[config.mk]
export PLATFORM = sky130hd
export DESIGN_NAME = alpha_operand_sequencer
export DESIGN_NICKNAME = d
export VERILOG_FILES = /design/src/rtl/encoder_pkg.sv /design/src/rtl/operand_store.sv /design/src/rtl/alpha_operand_sequencer.sv
export SDC_FILE = /design/constraint.sdc
export NUM_CORES = 2
export LEC_CHECK = 0
export BUFFER_PORTS_ARGS = -buffer_cell sky130_fd_sc_hd__buf_2
export CORE_ASPECT_RATIO = 1.75
export CORE_MARGIN = 3
export CORE_UTILIZATION = 40
export CTS_CLUSTER_DIAMETER = 60
export DETAILED_ROUTE_END_ITERATION = 6
export HOLD_SLACK_MARGIN = 0.15
export PLACE_DENSITY = 0.63
export SETUP_SLACK_MARGIN = 0.2
export SLEW_MARGIN = 40
export SYNTH_ARGS = -nofsm -noshare
export SYNTH_HDL_FRONTEND = slang
export SYNTH_SLANG_ARGS = --single-unit
[constraint.sdc]
create_clock -name iClock -period 3.8 [get_ports iClock]
set_input_delay 0.57 -clock iClock [delete_from_list [all_inputs] [get_ports iClock]]
set_output_delay 0.57 -clock iClock [all_outputs]
set_load 0.03 [all_outputs]
[src/rtl/encoder_pkg.sv]
// encoder_pkg: constants and types shared across the HardwareEncoder LPC path.
package encoder_pkg;

    localparam int MAX_ORDER = 32;

    localparam logic [31:0] FLOAT_ZERO = 32'h00000000;
    localparam logic [31:0] FLOAT_ONE  = 32'h3f800000;

    typedef enum logic [1:0] {
        IDLE,
        ISSUE,
        WAIT,
        DONE
    } seq_state_t;

endpackage

[src/rtl/operand_store.sv]
// operand_store: register file with one write port and two combinational
// read ports. Contents are intentionally not reset. Addresses at or beyond
// DEPTH are dropped on write and read back as zero.
module operand_store #(
    parameter int DEPTH  = 32,
    parameter int ADDR_W = 6,
    parameter int DATA_W = 32
) (
    input  logic              iClock,
    input  logic              iWrite,
    input  logic [ADDR_W-1:0] iWriteAddr,
    input  logic [DATA_W-1:0] iWriteData,
    input  logic [ADDR_W-1:0] iReadAddr1,
    input  logic [ADDR_W-1:0] iReadAddr2,
    output logic [DATA_W-1:0] oReadData1,
    output logic [DATA_W-1:0] oReadData2
);

    localparam int IDX_W = (DEPTH > 1) ? $clog2(DEPTH) : 1;
    localparam logic [ADDR_W:0] DEPTH_A = (ADDR_W+1)'(DEPTH);

    logic [DATA_W-1:0] r_mem [DEPTH];

    logic w_writeInRange;
    logic w_read1InRange;
    logic w_read2InRange;

    assign w_writeInRange = ({1'b0, iWriteAddr} < DEPTH_A);
    assign w_read1InRange = ({1'b0, iReadAddr1} < DEPTH_A);
    assign w_read2InRange = ({1'b0, iReadAddr2} < DEPTH_A);

    // Store a word when the strobe is up and the address lands inside the file.
    always_ff @(posedge iClock) begin
        if (iWrite && w_writeInRange) begin
            r_mem[iWriteAddr[IDX_W-1:0]] <= iWriteData;
        end
    end

    // Two independent read ports; out-of-range reads return zero.
    always_comb begin
        oReadData1 = '0;
        oReadData2 = '0;
        if (w_read1InRange) begin
            oReadData1 = r_mem[iReadAddr1[IDX_W-1:0]];
        end
        if (w_read2InRange) begin
            oReadData2 = r_mem[iReadAddr2[IDX_W-1:0]];
        end
    end

endmodule

[src/rtl/alpha_operand_sequencer.sv]
// alpha_operand_sequencer: holds the ACF and model vectors, streams
// {acf[m-k], model[k]} term pairs to the AlphaCalculator two per cycle,
// then captures the returned alpha word and reports it upstream.
module alpha_operand_sequencer #(
    parameter int MAX_ORDER = encoder_pkg::MAX_ORDER,
    parameter int ADDR_W    = 6
) (
    input  logic              iClock,
    input  logic              iReset,
    input  logic              iEnable,
    input  logic              iACFWrite,
    input  logic [ADDR_W-1:0] iACFAddr,
    input  logic [31:0]       iACFData,
    input  logic              iModelWrite,
    input  logic [ADDR_W-1:0] iModelAddr,
    input  logic [31:0]       iModelData,
    input  logic              iStart,
    input  logic [ADDR_W-1:0] iOrder,
    output logic              oValid,
    output logic [31:0]       oACF1,
    output logic [31:0]       oACF2,
    output logic [31:0]       oModel1,
    output logic [31:0]       oModel2,
    input  logic              iAlphaDone,
    input  logic [31:0]       iAlpha,
    output logic [31:0]       oAlpha,
    output logic              oDone,
    output logic              oBusy
);

    import encoder_pkg::*;

    localparam logic [ADDR_W-1:0] MAX_ORDER_A = ADDR_W'(MAX_ORDER);
    localparam logic [ADDR_W-1:0] ONE_A       = ADDR_W'(1);

    seq_state_t r_state;
    seq_state_t w_nextState;

    logic [ADDR_W-1:0] r_order;
    logic [ADDR_W-1:0] r_pair;
    logic [ADDR_W-1:0] r_pairCount;
    logic [31:0]       r_alpha;

    logic [ADDR_W-1:0] w_clampedOrder;
    logic [ADDR_W-1:0] w_startPairCount;
    logic              w_lastPair;
    logic              w_writeOpen;
    logic              w_acfWrite;
    logic              w_modelWrite;

    logic [ADDR_W-1:0] w_termEven;
    logic [ADDR_W-1:0] w_termOdd;
    logic [ADDR_W-1:0] w_acfAddr1;
    logic [ADDR_W-1:0] w_acfAddr2;
    logic              w_oddTermPresent;

    logic [31:0] w_acfRead1;
    logic [31:0] w_acfRead2;
    logic [31:0] w_modelRead1;
    logic [31:0] w_modelRead2;

    // Orders beyond the supported maximum run as a full-length sequence.
    assign w_clampedOrder   = (iOrder > MAX_ORDER_A) ? MAX_ORDER_A : iOrder;
    assign w_startPairCount = (w_clampedOrder + ONE_A) >> 1;
    assign w_lastPair       = (r_pair == (r_pairCount - ONE_A));

    // Storage only changes while idle, so an in-flight sequence reads a stable snapshot.
    assign w_writeOpen  = iEnable && (r_state == IDLE);
    assign w_acfWrite   = w_writeOpen && iACFWrite && (iACFAddr <= MAX_ORDER_A);
    assign w_modelWrite = w_writeOpen && iModelWrite && (iModelAddr < MAX_ORDER_A);

    // Pair j covers terms 2j and 2j+1; the ACF side walks downward from index m.
    assign w_termEven       = {r_pair[ADDR_W-2:0], 1'b0};
    assign w_termOdd        = {r_pair[ADDR_W-2:0], 1'b1};
    assign w_acfAddr1       = r_order - w_termEven;
    assign w_acfAddr2       = r_order - w_termOdd;
    assign w_oddTermPresent = (w_termOdd < r_order);

    operand_store #(
        .DEPTH  (MAX_ORDER + 1),
        .ADDR_W (ADDR_W),
        .DATA_W (32)
    ) u_acfStore (
        .iClock     (iClock),
        .iWrite     (w_acfWrite),
        .iWriteAddr (iACFAddr),
        .iWriteData (iACFData),
        .iReadAddr1 (w_acfAddr1),
        .iReadAddr2 (w_acfAddr2),
        .oReadData1 (w_acfRead1),
        .oReadData2 (w_acfRead2)
    );

    operand_store #(
        .DEPTH  (MAX_ORDER),
        .ADDR_W (ADDR_W),
        .DATA_W (32)
    ) u_modelStore (
        .iClock     (iClock),
        .iWrite     (w_modelWrite),
        .iWriteAddr (iModelAddr),
        .iWriteData (iModelData),
        .iReadAddr1 (w_termEven),
        .iReadAddr2 (w_termOdd),
        .oReadData1 (w_modelRead1),
        .oReadData2 (w_modelRead2)
    );

    // State register; a low enable freezes the sequencer where it stands.
    always_ff @(posedge iClock or posedge iReset) begin
        if (iReset) begin
            r_state <= IDLE;
        end else if (iEnable) begin
            r_state <= w_nextState;
        end
    end

    // Next-state logic; a zero-order start skips straight to reporting.
    always_comb begin
        w_nextState = r_state;
        case (r_state)
            IDLE: begin
                if (iStart) begin
                    w_nextState = (w_clampedOrder == '0) ? DONE : ISSUE;
                end
            end
            ISSUE: begin
                if (w_lastPair) begin
                    w_nextState = WAIT;
                end
            end
            WAIT: begin
                if (iAlphaDone) begin
                    w_nextState = DONE;
                end
            end
            DONE: begin
                w_nextState = IDLE;
            end
            default: begin
                w_nextState = IDLE;
            end
        endcase
    end

    // Sequence bookkeeping: latch the order on start, step pairs, capture alpha.
    always_ff @(posedge iClock or posedge iReset) begin
        if (iReset) begin
            r_order     <= '0;
            r_pair      <= '0;
            r_pairCount <= '0;
            r_alpha     <= FLOAT_ZERO;
        end else if (iEnable) begin
            case (r_state)
                IDLE: begin
                    if (iStart) begin
                        r_order     <= w_clampedOrder;
                        r_pairCount <= w_startPairCount;
                        r_pair      <= '0;
                        if (w_clampedOrder == '0) begin
                            r_alpha <= FLOAT_ZERO;
                        end
                    end
                end
                ISSUE: begin
                    if (!w_lastPair) begin
                        r_pair <= r_pair + ONE_A;
                    end
                end
                WAIT: begin
                    if (iAlphaDone) begin
                        r_alpha <= iAlpha;
                    end
                end
                default: begin
                end
            endcase
        end
    end

    // Operand outputs follow the current pair while issuing and rest at zero otherwise.
    always_comb begin
        oACF1   = FLOAT_ZERO;
        oACF2   = FLOAT_ZERO;
        oModel1 = FLOAT_ZERO;
        oModel2 = FLOAT_ZERO;
        if (r_state == ISSUE) begin
            oACF1   = w_acfRead1;
            oModel1 = w_modelRead1;
            if (w_oddTermPresent) begin
                oACF2   = w_acfRead2;
                oModel2 = w_modelRead2;
            end
        end
    end

    assign oValid = iEnable && (r_state == ISSUE);
    assign oDone  = iEnable && (r_state == DONE);
    assign oBusy  = (r_state != IDLE);
    assign oAlpha = r_alpha;

endmodule

==> results.json <==
{
  "status": "finished with violations",
  "violations": "setup timing",
  "critPathMostFrequentCell": "mux4_2",
  "tightest_slew_ns": 0.847,
  "drt_iter0_drc": 6190,
  "placementRows": 231,
  "synth_edf_count": 2080,
  "cts_tree": "yes",
  "ys_seq_area_share_pct": 69.9,
  "totalPowerFinal_mw": 103,
  "syn_to_final_growth_pct": 24.2,
  "crit_path_end": "oACF2[30]",
  "vias": 51672,
  "synth_nets": 4733,
  "ys_types": 59,
  "grt_pass1_wl_um": 404000,
  "post-route-period-util_pct": 120,
  "core_area_um2": 226000,
  "die_h_um": 637,
  "dpl_worst_slack_ns": 0.00581,
  "timing.rr.end": "u_acfStore.r_mem[29][29]$_DFFE_PP_",
  "required_ns": 3.23,
  "p_leak_nw": 36.8,
  "finalSetupViolations": 128,
  "crit_start": "r_order[0]$_DFFE_PP0P_",
  "grt-ovfl-total": 0,
  "io_buffers": 283,
  "max_freq_ghz": 0.220,
  "worst-path-max-fanout": 7,
  "clock_insertion_delay_worst_skew_ns": 0.84,
  "syn_area_um2": 91100,
  "cp.arrival_ns": 3.98,
  "worst_slack_ns": -0.753,
  "critical_path_class": "reg -> out",
  "relSlewSlack_pct": 43.5,
  "route.detailed.drc": 0,
  "worst_r2r_path_depth": 7,
  "p_per_area_nw_per_um2": 908,
  "hold_violations": 0,
  "grtUsageTotal_pct": 24.3,
  "crit_path_end_kind": "output port",
  "rsz0062_at_grt": "yes",
  "path_clk_slew_ns": 0.06,
  "cpPeakStageDelay_ns": 0.88,
  "final_core_util_pct": 50.0,
  "cp_top_family": "multiplexers",
  "rrSetupSlack_ns": 0.58,
  "cts.sinks": 2131,
  "cts_max_path_buffers": 4,
  "worstPathCellList": "inv_6, fa_4, buf_12, buf_16, mux4_2, mux4_2, mux2i_1, o31ai_2, buf_4",
  "finalSetupTns_ns": -61.66,
  "ios": 284,
  "min-delay-start": "iOrder[0]",
  "first_pass_iters": 5,
  "critPathSlowestCell": "fa_4",
  "synthFlopType": "edfxtp_1",
  "reg2reg_from": "r_state[1]$_DFFE_PP0P_",
  "initial_core_util_pct": 40.3,
  "clock_skew_ns": 0.0521,
  "finalCriticalPeriod_ns": 4.55,
  "postSynthAreaPerCell_um2": 19.8,
  "synth_warnings": 0,
  "met1Wirelength_um": 96600,
  "drv_cap": 0,
  "dp_hpwl_um": 160000,
  "die_area_um2": 234000,
  "route.met3.wl_um": 22600,
  "critPathBufInv": 4,
  "antenna_found_initial": 24,
  "top_layer": "met5",
  "grt_pass1_vias": 53114,
  "cts-buffers-inserted": 201,
  "vias_per_cell": 6.08,
  "wirelength_um": 290000,
  "route.met2.wl_um": 153000,
  "wl_per_cell_um": 34.1,
  "min_path_type": "in -> reg",
  "ant_nets": 0,
  "ys_ff_latch": 2131,
  "die_w_um": 367,
  "layout.nets": 5444,
  "slew_viol_final": 0,
  "critPathLaunchType": "register",
  "synth_cells": 4594,
  "ctsRootBufferMaster": "clkbuf_16",
  "drive_above_1_share_pct": 42.0,
  "ir_worst_vdd_mv": 0.897,
  "critical_path_depth": 9,
  "grt_max_degree": 95,
  "htree_levels": 4,
  "place_congestion": 0.837,
  "async_reset_ff_share_pct": 2.39
}
-- logic make-up after synthesis --
kind of cell,after synthesis,share of synthesized area [%]
xor+xnor,17,0.184
fa+ha+maj,18,0.264
buf+inv,332,1.71
flops,2131,69.9
simple gates,984,4.73
mux,909,21.4
compound gates,203,1.76
-- through the flow --
stage               instances  area (um2)  hold slack (ns)
floorplan                4594       91800            0.456
global placement         7857       99300            0.445
finish                   8504      113000            0.210
detailed placement       7859       99400            0.451
global route             8497      113000            0.191
CTS                      8433      112000            0.154
-- synth_stat cells (all sizes together) (31+ instances only) --
| cell | number | share of area [%] |
|---|---|---|
| nand3 | 234 | 1.3 |
| nor2 | 111 | 0.46 |
| a211oi | 34 | 0.35 |
| edfxtp | 2080 | 69 |
| buf | 197 | 1.2 |
| dfrtp | 51 | 1.4 |
| mux4 | 833 | 21 |
| o21ai | 49 | 0.27 |
| mux2i | 73 | 0.80 |
| nand2 | 529 | 2.2 |
| nor2b | 68 | 0.47 |
| o211ai | 63 | 0.52 |
| clkbuf | 114 | 0.47 |
| o221a | 31 | 0.38 |
-- sequential cells by signal, summed over array words and instances, names as in the netlist --
register	cells
u_modelStore.r_mem	1024
r_pairCount	5
r_order	6
r_pair	6
u_acfStore.r_mem	1056
oAlpha	32
r_state	2
-- layout by cell type (no fill, tap or decap), drive strengths merged, types with 5 or more instances in the layout --
cell / instances
o21ai: 49
or3: 7
edfxtp: 2080
mux4: 833
xor2: 8
bufbuf: 7
dfrtp: 51
a211oi: 34
xnor2: 9
nor3b: 5
clkinvlp: 6
o221a: 31
nand2: 529
bufinv: 23
clkinv: 80
mux2i: 73
a21oi: 6
o211ai: 63
nand3: 234
nor4: 5
diode: 11
dlygate4sd3: 41
buf: 759
nand2b: 7
nor2: 111
clkbuf: 255
nor2b: 68
ha: 16
inv: 30
a21o: 6
-- power by group --
group          internal [mW]  total [mW]  switching (mW)
Combinational           26.9        56.1            29.3
Sequential              26.0        26.2           0.171
Clock                   11.6        20.5            8.89
Total                   64.5         103            38.3
-- layer usage --
layer	global-route usage, %	up-vias
li1	-	20547
met1	28.1	27508
met2	43.7	2855
met3	4.01	742
met4	12.2	20
met5	0	-
-- timing repair --
item                                   4_1_cts  5_1_grt
endpoints found under the hold margin      124        0
pin swaps                                   90       92
setup endpoints to repair                  128      128
gates cloned                                77       13
hold buffers                                41        0
resized for setup                          587      248
buffers inserted                            94       46
-- worst register-to-register path: cells and delay by family, from the launching register on --
kind | cells | cell delay, ns
adders and majority gates | 1 | 0.19
buffers and inverters | 2 | 0.44
DFF | 1 | 0.42
and+or+nand+nor | 4 | 1.83
-- cell type report --
class                           count  area [um2]
Fill cell                       17982      113000
Sequential cell                  2131       63800
Multi-Input combinational cell   2132       28100
Timing Repair Buffer              818       10900
Clock buffer                      244        5330
Tap cell                         3029        3790
Clock inverter                    118        1270
Inverter                           21        90.1
Antenna cell                       11        27.5
-- worst min path at each step --
stage	end	slack [ns]	cells past startpoint
6_report	r_order[0]$_DFFE_PP0P_	0.21	3
4_1_cts	r_order[2]$_DFFE_PP0P_	0.15	3
3_3_place_gp	oAlpha[17]$_DFFE_PP0P_	0.44	2
2_1_floorplan	r_order[3]$_DFFE_PP0P_	0.46	2
3_5_place_dp	oAlpha[16]$_DFFE_PP0P_	0.45	2
5_1_grt	r_order[2]$_DFFE_PP0P_	0.19	3
(Power assumes the default switching activity.)
